## src/rtl/array_16_ctrl_if.sv

```systemverilog
// rtl/array_16_ctrl_if.sv - request/response/macro bundle for array_16_ctrl
interface array_16_ctrl_if;
  logic         w_valid;
  logic         w_ready;
  logic [8:0]   w_addr;
  logic [7:0]   w_mask;
  logic [103:0] w_data;

  logic         r_valid;
  logic         r_ready;
  logic [8:0]   r_addr;

  logic         resp_valid;
  logic         resp_ready;
  logic [103:0] resp_data;

  logic [8:0]   sram_addr;
  logic         sram_en;
  logic         sram_wmode;
  logic [7:0]   sram_wmask;
  logic [103:0] sram_wdata;
  logic [103:0] sram_rdata;

  modport slave (
    input  w_valid, w_addr, w_mask, w_data,
    output w_ready,
    input  r_valid, r_addr,
    output r_ready,
    output resp_valid, resp_data,
    input  resp_ready,
    output sram_addr, sram_en, sram_wmode, sram_wmask, sram_wdata,
    input  sram_rdata
  );

  modport master (
    output w_valid, w_addr, w_mask, w_data,
    input  w_ready,
    output r_valid, r_addr,
    input  r_ready,
    input  resp_valid, resp_data,
    output resp_ready,
    input  sram_addr, sram_en, sram_wmode, sram_wmask, sram_wdata,
    output sram_rdata
  );
endinterface

```

## src/rtl/array_16_ctrl.sv

```systemverilog
// rtl/array_16_ctrl.sv - write-priority single-port arbiter with read response FIFO
module array_16_ctrl #(
  parameter int RESP_DEPTH   = 2,
  parameter int STARVE_LIMIT = 4
) (
  input  logic         clock,
  input  logic         reset_n,
  array_16_ctrl_if.slave bus
);

  localparam int SW = $clog2(STARVE_LIMIT + 1);
  localparam int CW = $clog2(RESP_DEPTH + 1) + 1;
  localparam int PW = $clog2(RESP_DEPTH);

  logic           alive;
  logic           inflight;
  logic [SW-1:0]  starve_cnt;
  logic [CW-1:0]  fifo_count;
  logic [PW-1:0]  head;
  logic [PW-1:0]  tail;
  logic [103:0]   mem [RESP_DEPTH];

  logic           pop;
  logic [CW-1:0]  occupancy;
  logic           rd_ok;
  logic           force_rd;
  logic           w_ready_c;
  logic           r_ready_c;
  logic           w_go;
  logic           r_go;

  function automatic logic [PW-1:0] ptr_inc(input logic [PW-1:0] p);
    return (p == PW'(RESP_DEPTH - 1)) ? '0 : p + PW'(1);
  endfunction

  // Credit counts the in-flight read too, so a push can never find the FIFO full.
  always_comb begin
    pop       = bus.resp_valid && bus.resp_ready;
    occupancy = fifo_count + CW'(inflight) - CW'(pop);
    rd_ok     = occupancy < CW'(RESP_DEPTH);
    force_rd  = (starve_cnt == SW'(STARVE_LIMIT)) && bus.r_valid && rd_ok;
    w_ready_c = alive && !force_rd;
    r_ready_c = alive && rd_ok && (force_rd || !bus.w_valid);
    w_go      = bus.w_valid && w_ready_c;
    r_go      = bus.r_valid && r_ready_c;
  end

  assign bus.w_ready    = w_ready_c;
  assign bus.r_ready    = r_ready_c;
  assign bus.resp_valid = (fifo_count != '0);
  assign bus.resp_data  = mem[head];

  always_comb begin
    bus.sram_en    = 1'b0;
    bus.sram_wmode = 1'b0;
    bus.sram_addr  = '0;
    bus.sram_wmask = '0;
    bus.sram_wdata = '0;
    if (w_go) begin
      bus.sram_en    = 1'b1;
      bus.sram_wmode = 1'b1;
      bus.sram_addr  = bus.w_addr;
      bus.sram_wmask = bus.w_mask;
      bus.sram_wdata = bus.w_data;
    end else if (r_go) begin
      bus.sram_en    = 1'b1;
      bus.sram_addr  = bus.r_addr;
    end
  end

  always_ff @(posedge clock or negedge reset_n) begin
    if (!reset_n) begin
      alive      <= 1'b0;
      inflight   <= 1'b0;
      starve_cnt <= '0;
      fifo_count <= '0;
      head       <= '0;
      tail       <= '0;
    end else begin
      alive      <= 1'b1;
      inflight   <= r_go;
      fifo_count <= fifo_count + CW'(inflight) - CW'(pop);
      if (inflight) tail <= ptr_inc(tail);
      if (pop)      head <= ptr_inc(head);
      // Credit-only stalls do not count as starvation: writes are not the cause.
      if (r_go)
        starve_cnt <= '0;
      else if (bus.r_valid && !r_ready_c && bus.w_valid &&
               starve_cnt != SW'(STARVE_LIMIT))
        starve_cnt <= starve_cnt + SW'(1);
    end
  end

  always_ff @(posedge clock) begin
    if (inflight) mem[tail] <= bus.sram_rdata;
  end

endmodule

```

## src/flat_wrapper.sv

```systemverilog
// flat-port wrapper written by rule: the top's interface ports become plain ports
module array_16_ctrl_flat 
#(
  parameter int RESP_DEPTH   = 2,
  parameter int STARVE_LIMIT = 4
)
  (clock, reset_n, bus_w_valid, bus_w_addr, bus_w_mask, bus_w_data, bus_w_ready, bus_r_valid, bus_r_addr, bus_r_ready, bus_resp_valid, bus_resp_data, bus_resp_ready, bus_sram_addr, bus_sram_en, bus_sram_wmode, bus_sram_wmask, bus_sram_wdata, bus_sram_rdata);
  array_16_ctrl_if bus_i ();
  input  logic clock;
  input  logic reset_n;
  input wire logic [$bits(bus_i.w_valid)-1:0] bus_w_valid;
  input wire logic [$bits(bus_i.w_addr)-1:0] bus_w_addr;
  input wire logic [$bits(bus_i.w_mask)-1:0] bus_w_mask;
  input wire logic [$bits(bus_i.w_data)-1:0] bus_w_data;
  output wire logic [$bits(bus_i.w_ready)-1:0] bus_w_ready;
  input wire logic [$bits(bus_i.r_valid)-1:0] bus_r_valid;
  input wire logic [$bits(bus_i.r_addr)-1:0] bus_r_addr;
  output wire logic [$bits(bus_i.r_ready)-1:0] bus_r_ready;
  output wire logic [$bits(bus_i.resp_valid)-1:0] bus_resp_valid;
  output wire logic [$bits(bus_i.resp_data)-1:0] bus_resp_data;
  input wire logic [$bits(bus_i.resp_ready)-1:0] bus_resp_ready;
  output wire logic [$bits(bus_i.sram_addr)-1:0] bus_sram_addr;
  output wire logic [$bits(bus_i.sram_en)-1:0] bus_sram_en;
  output wire logic [$bits(bus_i.sram_wmode)-1:0] bus_sram_wmode;
  output wire logic [$bits(bus_i.sram_wmask)-1:0] bus_sram_wmask;
  output wire logic [$bits(bus_i.sram_wdata)-1:0] bus_sram_wdata;
  input wire logic [$bits(bus_i.sram_rdata)-1:0] bus_sram_rdata;
  assign bus_i.w_valid = bus_w_valid;
  assign bus_i.w_addr = bus_w_addr;
  assign bus_i.w_mask = bus_w_mask;
  assign bus_i.w_data = bus_w_data;
  assign bus_w_ready = bus_i.w_ready;
  assign bus_i.r_valid = bus_r_valid;
  assign bus_i.r_addr = bus_r_addr;
  assign bus_r_ready = bus_i.r_ready;
  assign bus_resp_valid = bus_i.resp_valid;
  assign bus_resp_data = bus_i.resp_data;
  assign bus_i.resp_ready = bus_resp_ready;
  assign bus_sram_addr = bus_i.sram_addr;
  assign bus_sram_en = bus_i.sram_en;
  assign bus_sram_wmode = bus_i.sram_wmode;
  assign bus_sram_wmask = bus_i.sram_wmask;
  assign bus_sram_wdata = bus_i.sram_wdata;
  assign bus_i.sram_rdata = bus_sram_rdata;
  array_16_ctrl #(.RESP_DEPTH(RESP_DEPTH), .STARVE_LIMIT(STARVE_LIMIT)) u_core (.clock(clock), .reset_n(reset_n), .bus(bus_i));
endmodule
```

## config.mk

```make
export PLATFORM = sky130hd
export DESIGN_NAME = array_16_ctrl_flat
export DESIGN_NICKNAME = d
export VERILOG_FILES = /design/src/rtl/array_16_ctrl_if.sv /design/src/rtl/array_16_ctrl.sv /design/src/flat_wrapper.sv
export SDC_FILE = /design/constraint.sdc
export NUM_CORES = 1
export LEC_CHECK = 0
export CORE_AREA = 2 2 182 184
export DETAILED_ROUTE_END_ITERATION = 6
export DIE_AREA = 0 0 184 186
export GPL_TIMING_DRIVEN = 0
export PLACE_DENSITY = 0.68
export SLEW_MARGIN = 20
export SYNTH_ARGS = -nofsm -noshare
export SYNTH_HDL_FRONTEND = slang
export SYNTH_SLANG_ARGS = --single-unit
```

## constraint.sdc

```tcl
create_clock -name clock -period 7.55 [get_ports clock]
set_input_delay 2.265 -clock clock [delete_from_list [all_inputs] [get_ports clock]]
set_output_delay 2.265 -clock clock [all_outputs]
set_load 0.01 [all_outputs]
```

==> out/results.tsv, run 1 <==
stage	metric	value	unit
placed_design	IO buf count	468	
drt	drt pass-1 iters	7	
yosys	synthesis-stage register bit count	218	
placed_design	routability cong.	0.817	
clocking	CTS Buffer Depth	3	
yosys	synth cell count leaders	edfxtp_1, and2_1, mux2_2	
critical_path	Crit. End Element	output port	
yosys	Post-Synthesis Cell Area	8930	um^2
drt	initial DRC count	293	
critical_path	worst path arrival time	5.22	ns
floorplan	number of I/O pins	469	
yosys	number of flops mapped to enable cells by yosys	208	
clocking	Clock transition at path regs	0.06	ns
clocking	CTS HTree Levels	1	
power_and_ir_drop	Pint	2.98	mW
yosys	synthesis warning total	0	
layout	layout cell share with drive strength beyond 1	0.184	
timing	worst slew pin tran	0.768	ns
floorplan	num rows	66	
timing	RSZ-0062 raised after global routing	yes	
yosys	cell taking the most area after synthesis	edfxtp_1	
timing	Relative slew margins	0.488	
yosys	share of the synthesized area in the top cell type	0.700	
yosys	prevailing post-synth register cell	edfxtp_1	
layout	Fillers	2864	
clocking	# hold bufs at CTS	0	
floorplan	core area	32200	um^2
power_and_ir_drop	sequential cell fraction of total power	0.363	
timing	fmax	134	MHz
timing	Final Skew	0.0152	ns
clocking	Root Driver	clkbuf_16	
global_routing	gr usage total	0.163	
critical_path	Crit Path Class	input port to output port	
timing	hold slack	0.485	ns
yosys	cell count after synthesis	509	
drt	DR WL/cell	20.8	um
global_routing	largest net degree at the start of global routing	51	
clocking	TritonCTS clock tree	yes	
layout	fin nets	1261	
yosys	asr flop ratio synth	0.0459	
status	status	finished, final reports clean	
global_routing	vias in the first global route	6550	
timing	Final Hold Fails	0	
global_routing	total grt overflow	0	
placed_design	DPL Wire Length	22900	um
floorplan	starting density of the core	0.277	
hold_path	Hold Crit Class	flop to flop	
drt	ANT nets after route	0	
clocking	TritonCTS Buffers	25	
power_and_ir_drop	leak pwr	5.89	nW
drt	via count	6210	
floorplan	DIE WIDTH	184	um
yosys	Mapped Nets	753	
drt	drt via density	4.29	
global_routing	global-route wire length before repair	40800	um
power_and_ir_drop	worst vdd ir	145	uV
yosys	ranking of synthesized cells by area	edfxtp_1, mux2_2, and2_1	
layout	Area Growth Syn to Fin	68.8	%
flow_run	Max Cap Viol	0	
drt	Post-route DRC	0	
timing	Final setup violation count	0	
global_routing	initial antenna violation count	4	
power_and_ir_drop	Comb pwr share	0.358	
power_and_ir_drop	Clk network pwr share	0.279	
critical_path	crit-path max FO	10	
yosys	Seq/Total Area, Yosys	0.728	
critical_path	CP required	5.29	ns
timing	final setup margin	0.0680	ns
yosys	synth unique cells	33	
power_and_ir_drop	switch share	0.282	
clocking	Clock Latency Late Sink	0.53	ns
yosys	most numerous cell in the Yosys netlist	edfxtp_1	
drt	Post-Route WL	30000	um
yosys	syn_area_per_cell	17.5	um^2
power_and_ir_drop	switching power	1.17	mW
clocking	clock sinks	218	
timing	Slew Limit Fails	0	
timing	post-route minimum period	7.48	ns
timing	Final Cycle Share	0.991	
critical_path	CP startpoint kind	input port	
power_and_ir_drop	Power Density	275	nW/um^2
floorplan	DIE AREA	34200	um^2
placed_design	Post-Place Worst Slack	-0.352	ns
floorplan	die height	186	um
metal layers:
metal | track usage | wire (um) | vias to the layer above
li1 | - | - | 2916
met3 | 0.0538 | 2850 | 47
met2 | 0.285 | 15100 | 301
met1 | 0.185 | 11100 | 2946
met4 | 0.0602 | 996 | 0
met5 | 0 | 0 | -
registers in the layout (all words and copies together), names as in the netlist:
signal,flops
u_core.fifo_count,3
u_core.mem,208
u_core.tail,1
u_core.inflight,1
u_core.alive,1
u_core.head,1
u_core.starve_cnt,3
power groups by stage:
stage | combinational [mW] | sequential [mW] | clock, mW
detailed placement | 1.48 | 1.53 | 0
CTS | 1.50 | 1.51 | 1.19
finish | 1.48 | 1.51 | 1.16
global placement | 1.44 | 1.55 | 0
floorplan | 0.680 | 1.53 | 0
global route | 1.58 | 1.52 | 1.24
cell usage in the layout (no fill, tap or decap), types with 4 or more instances in the layout:
| cell | count |
|---|---|
| a22o_1 | 9 |
| clkinv_1 | 8 |
| inv_1 | 6 |
| ha_1 | 4 |
| and2_2 | 4 |
| clkbuf_2 | 9 |
| clkbuf_16 | 25 |
| clkdlybuf4s50_1 | 344 |
| buf_16 | 5 |
| mux2_2 | 104 |
| clkbuf_1 | 13 |
| clkdlybuf4s15_1 | 10 |
| and2_1 | 107 |
| dlymetal6s2s_1 | 14 |
| buf_4 | 9 |
| dfrtp_1 | 10 |
| buf_6 | 7 |
| dlygate4sd2_1 | 91 |
| edfxtp_1 | 208 |
| buf_2 | 7 |
path summary, 6_finish.rpt:
path                       cells after the start                 start              endpoint  slack, ns
min                                            1  u_core.fifo_count[0]  u_core.fifo_count[0]       0.48
max                                           13        bus_resp_ready    bus_sram_wdata[80]       0.07
max in group asynchronous                      1               reset_n  u_core.fifo_count[0]       5.16
min reg2reg                                    1  u_core.fifo_count[0]  u_core.fifo_count[0]       0.48
min in group asynchronous                      1               reset_n  u_core.starve_cnt[2]       2.06
max reg2reg                                   11  u_core.fifo_count[1]  u_core.starve_cnt[2]       4.46
repair_timing:
item                       in CTS  in global routing
setup endpoints to repair     124                 92
gates resized for setup       130                 44
buffers inserted                4                  2
pin swaps                       0                  0
final cells by class:
| class | count | area [um^2] | share of cell area |
|---|---|---|---|
| diodes | 3 | 7.51 | 0.000498 |
| plain buffers | 26 | 191 | 0.0127 |
| clock buffers | 31 | 648 | 0.0430 |
| clock inverters | 14 | 131 | 0.00872 |
| inverters | 6 | 22.5 | 0.00149 |
| multi-input cells | 259 | 2280 | 0.151 |
| flip-flops and latches | 218 | 6500 | 0.431 |
| well taps | 408 | 510 | 0.0339 |
| repair buffers | 481 | 4780 | 0.317 |
stage by stage:
step / util / instances / instance area [um^2] / setup TNS, ns / power, mW
4_1_cts: 0.466 / 1441 / 15000 / -0.0167 / 4.20
6_report: 0.468 / 1446 / 15100 / 0 / 4.14
3_5_place_dp: 0.444 / 1392 / 14300 / -15.43 / 3.01
2_1_floorplan: - / 509 / 8930 / 0 / 2.21
3_3_place_gp: 0.438 / 1385 / 14100 / -104.85 / 2.99
5_1_grt: 0.468 / 1446 / 15100 / -0.0275 / 4.34
cell families after synthesis:
group	Yosys count	synth area share
flip-flops	218	0.728
multiplexers	104	0.131
adder cells (fa/ha/maj)	5	0.00785
XOR/XNOR	3	0.00477
AND/OR/NAND/NOR	125	0.0870
AO/OA/AOI/OAI	21	0.0198
other	1	0.000420
buffers and inverters	32	0.0212
worst max-delay path, stage by stage:
cell and delay, ns:
clkdlybuf4s50_1 0.40, and2_4 0.14, ha_1 0.28, inv_1 0.06, ha_1 0.14, inv_1 0.05, fa_1 0.40, xor3_2 0.28
o311a_4 0.40, buf_8 0.16, buf_6 0.14, and2_2 0.25, clkdlybuf4s15_1 0.25
No activity file was read; power rests on OpenSTA's default activity.
==> inputs of run 2 (changes only) <==
--- a/config.mk
+++ b/config.mk
@@ -5,11 +5,13 @@
 export SDC_FILE = /design/constraint.sdc
 export NUM_CORES = 1
 export LEC_CHECK = 0
-export CORE_AREA = 2 2 182 184
+export CELL_PAD_IN_SITES_DETAIL_PLACEMENT = 1
+export CELL_PAD_IN_SITES_GLOBAL_PLACEMENT = 1
+export CORE_AREA = 2 2 184 186
 export DETAILED_ROUTE_END_ITERATION = 6
-export DIE_AREA = 0 0 184 186
+export DIE_AREA = 0 0 186 188
 export GPL_TIMING_DRIVEN = 0
-export PLACE_DENSITY = 0.68
+export PLACE_DENSITY = 0.8
 export SLEW_MARGIN = 20
 export SYNTH_ARGS = -nofsm -noshare
 export SYNTH_HDL_FRONTEND = slang
==> constraint.sdc (replaced) <==
create_clock -name clock -period 7.55 [get_ports clock]
set_input_delay 2.265 -clock clock [delete_from_list [all_inputs] [get_ports clock]]
set_output_delay 2.265 -clock clock [all_outputs]
set_load 0.05 [all_outputs]
==> run 2 against run 1 <==
Against the previous run:
- combinational power rose by 45%
- sequential power is essentially flat
- critical path depth is the same
==> out/results.tsv, run 2 (synthesis results as in run 1) <==
stage	metric	value	unit
critical_path	Worst R2R Start	u_core.fifo_count[1]	
timing	RSZ-0062 raised after global routing	no	
critical_path	crit-path max FO	10	
drt	Post-route DRC	0	
floorplan	num rows	67	
global_routing	total grt overflow	0	
global_routing	vias in the first global route	7185	
power_and_ir_drop	total power	4.92	mW
layout	Largest regs	u_core.mem (208), u_core.fifo_count (3), u_core.starve_cnt (3)	
layout	design area	14700	um^2
critical_path	Worst Reg2Reg Path Length in Cells	10	
layout	Fillers	3371	
floorplan	number of I/O pins	469	
placed_design	DPL Wire Length	24700	um
hold_path	Hold Crit Class	flop to flop	
critical_path	R2R setup slack	4.55	ns
critical_path	Crit. End Element	output port	
clocking	Root Driver	clkbuf_16	
drt	Post-Route WL	32100	um
flow_run	Max Cap Viol	0	
hold_path	min-delay src	u_core.fifo_count[0]	
critical_path	CP startpoint kind	input port	
critical_path	CP required	5.29	ns
clocking	CTS Buffer Depth	3	
clocking	CTS HTree Levels	1	
floorplan	DIE WIDTH	186	um
floorplan	core area	33100	um^2
drt	initial DRC count	199	
timing	fmax	137	MHz
critical_path	worst path arrival time	5.06	ns
placed_design	routability cong.	0.820	
timing	worst slew pin tran	0.956	ns
floorplan	die height	188	um
timing	Final Cycle Share	0.970	
floorplan	DIE AREA	35000	um^2
placed_design	IO buf count	468	
clocking	Clock transition at path regs	0.05	ns
drt	drt via density	4.29	
layout	layout cell share with drive strength beyond 1	0.288	
hold_path	WHS Endpoint	u_core.fifo_count[0]	
layout	Biggest register	u_core.mem	
global_routing	initial antenna violation count	9	
timing	Final Hold Fails	0	
power_and_ir_drop	leak pwr	5.47	nW
global_routing	largest net degree at the start of global routing	38	
timing	hold slack	0.493	ns
clocking	TritonCTS clock tree	yes	
drt	DR WL/cell	21.7	um
power_and_ir_drop	Power Density	335	nW/um^2
drt	ANT nets after route	0	
status	status	finished, final reports clean	
timing	Final setup violation count	0	
timing	final setup margin	0.228	ns
hold_path	hold path cells	1	
drt	drt pass-1 iters	4	
placed_design	Placement Cell Area	14300	um^2
global_routing	gr usage total	0.176	
critical_path	Crit Path Class	input port to output port	
timing	Relative slew margins	0.363	
power_and_ir_drop	worst vdd ir	193	uV
drt	via count	6360	
floorplan	starting density of the core	0.270	
critical_path	FF-to-FF End	u_core.starve_cnt[2]	
layout	fin nets	1254	
layout	most common cell after layout, fill and taps aside	clkdlybuf4s50_1	
clocking	post-CTS setup buffer count	0	
placed_design	Post-Place Worst Slack	-0.811	ns
layout	Area Growth Syn to Fin	64.5	%
layout	most frequent cells in the layout	clkdlybuf4s50_1, edfxtp_1, buf_2	
timing	post-route minimum period	7.32	ns
timing	Final Skew	0.0266	ns
clocking	TritonCTS Buffers	24	
timing	Slew Limit Fails	0	
clocking	Clock Latency Late Sink	0.53	ns
global_routing	global-route wire length before repair	45100	um
clocking	clock sinks	218	
layout	max FFs per register	208	
run 2: changes by cell type in the layout (fill, tap and decap cells not counted), sizes merged:
cell           delta
dlymetal6s2s     -14
diode             +4
clkdlybuf4s15     +1
buf             +102
inv               -2
dlygate4sd2      -88
clkbuf           -10
bufinv            +4
clkinv            -1
clkdlybuf4s50     -1
run 2: worst max-delay path, cell delays in order:
cell and delay (ns):
dlygate4sd2_1 0.26, and2_4 0.15, ha_1 0.28, inv_1 0.07
ha_1 0.15, inv_1 0.05, fa_1 0.39, xor3_2 0.31
o311a_4 0.36, buf_6 0.18, buf_6 0.16, and2_2 0.24
buf_6 0.17
run 2: metrics by stage:
step                utilization  setup TNS [ns]  instances
CTS                       0.445               0       1474
global route              0.443               0       1480
floorplan                     -               0        509
detailed placement        0.433          -70.87       1432
finish                    0.444               0       1481
global placement          0.428         -148.32       1425
run 2: power by group:
| part | internal, mW | switching (mW) | leakage, nW | total, mW |
|---|---|---|---|---|
| sequential | 1.47 | 0.0410 | 1.99 | 1.51 |
| combinational | 0.788 | 1.36 | 3.06 | 2.15 |
| clock | 0.786 | 0.476 | 0.409 | 1.26 |
| total | 3.04 | 1.88 | 5.47 | 4.92 |
run 2: area by class of cell:
cell class | instances | area [um^2] | area share
Antenna cell | 7 | 17.5 | 0.00119
Buffer | 26 | 176 | 0.0120
Clock buffer | 27 | 612 | 0.0417
Clock inverter | 15 | 234 | 0.0159
Inverter | 6 | 22.5 | 0.00153
Multi-Input combinational cell | 259 | 2260 | 0.154
Sequential cell | 218 | 6500 | 0.442
Tap cell | 448 | 561 | 0.0382
Timing Repair Buffer | 475 | 4310 | 0.293
run 2: worst max path at each step:
stage	from	endpoint	cells after the start
CTS	bus_resp_ready	bus_sram_wdata[16]	13
global placement	u_core.inflight	u_core.mem[0][66]	2
detailed placement	bus_resp_ready	bus_sram_addr[7]	12
floorplan	bus_resp_ready	bus_sram_wdata[85]	10
global route	bus_resp_ready	bus_sram_wdata[91]	12
finish	bus_resp_ready	bus_sram_wdata[16]	13
run 2: what timing repair did:
item                                    in CTS  in global routing
endpoints found under the setup margin     125                 94
hold buffers                                 0                  0
pin swaps                                    2                  1
gates resized for setup                    578                 26
run 2: metal layers:
| layer | GRT usage | vias up | routed length [um] |
|---|---|---|---|
| li1 | - | 2891 | - |
| met1 | 0.175 | 3108 | 10600 |
| met2 | 0.331 | 302 | 17100 |
| met3 | 0.0519 | 59 | 2850 |
| met4 | 0.0778 | 0 | 1460 |
| met5 | 0 | - | 0 |
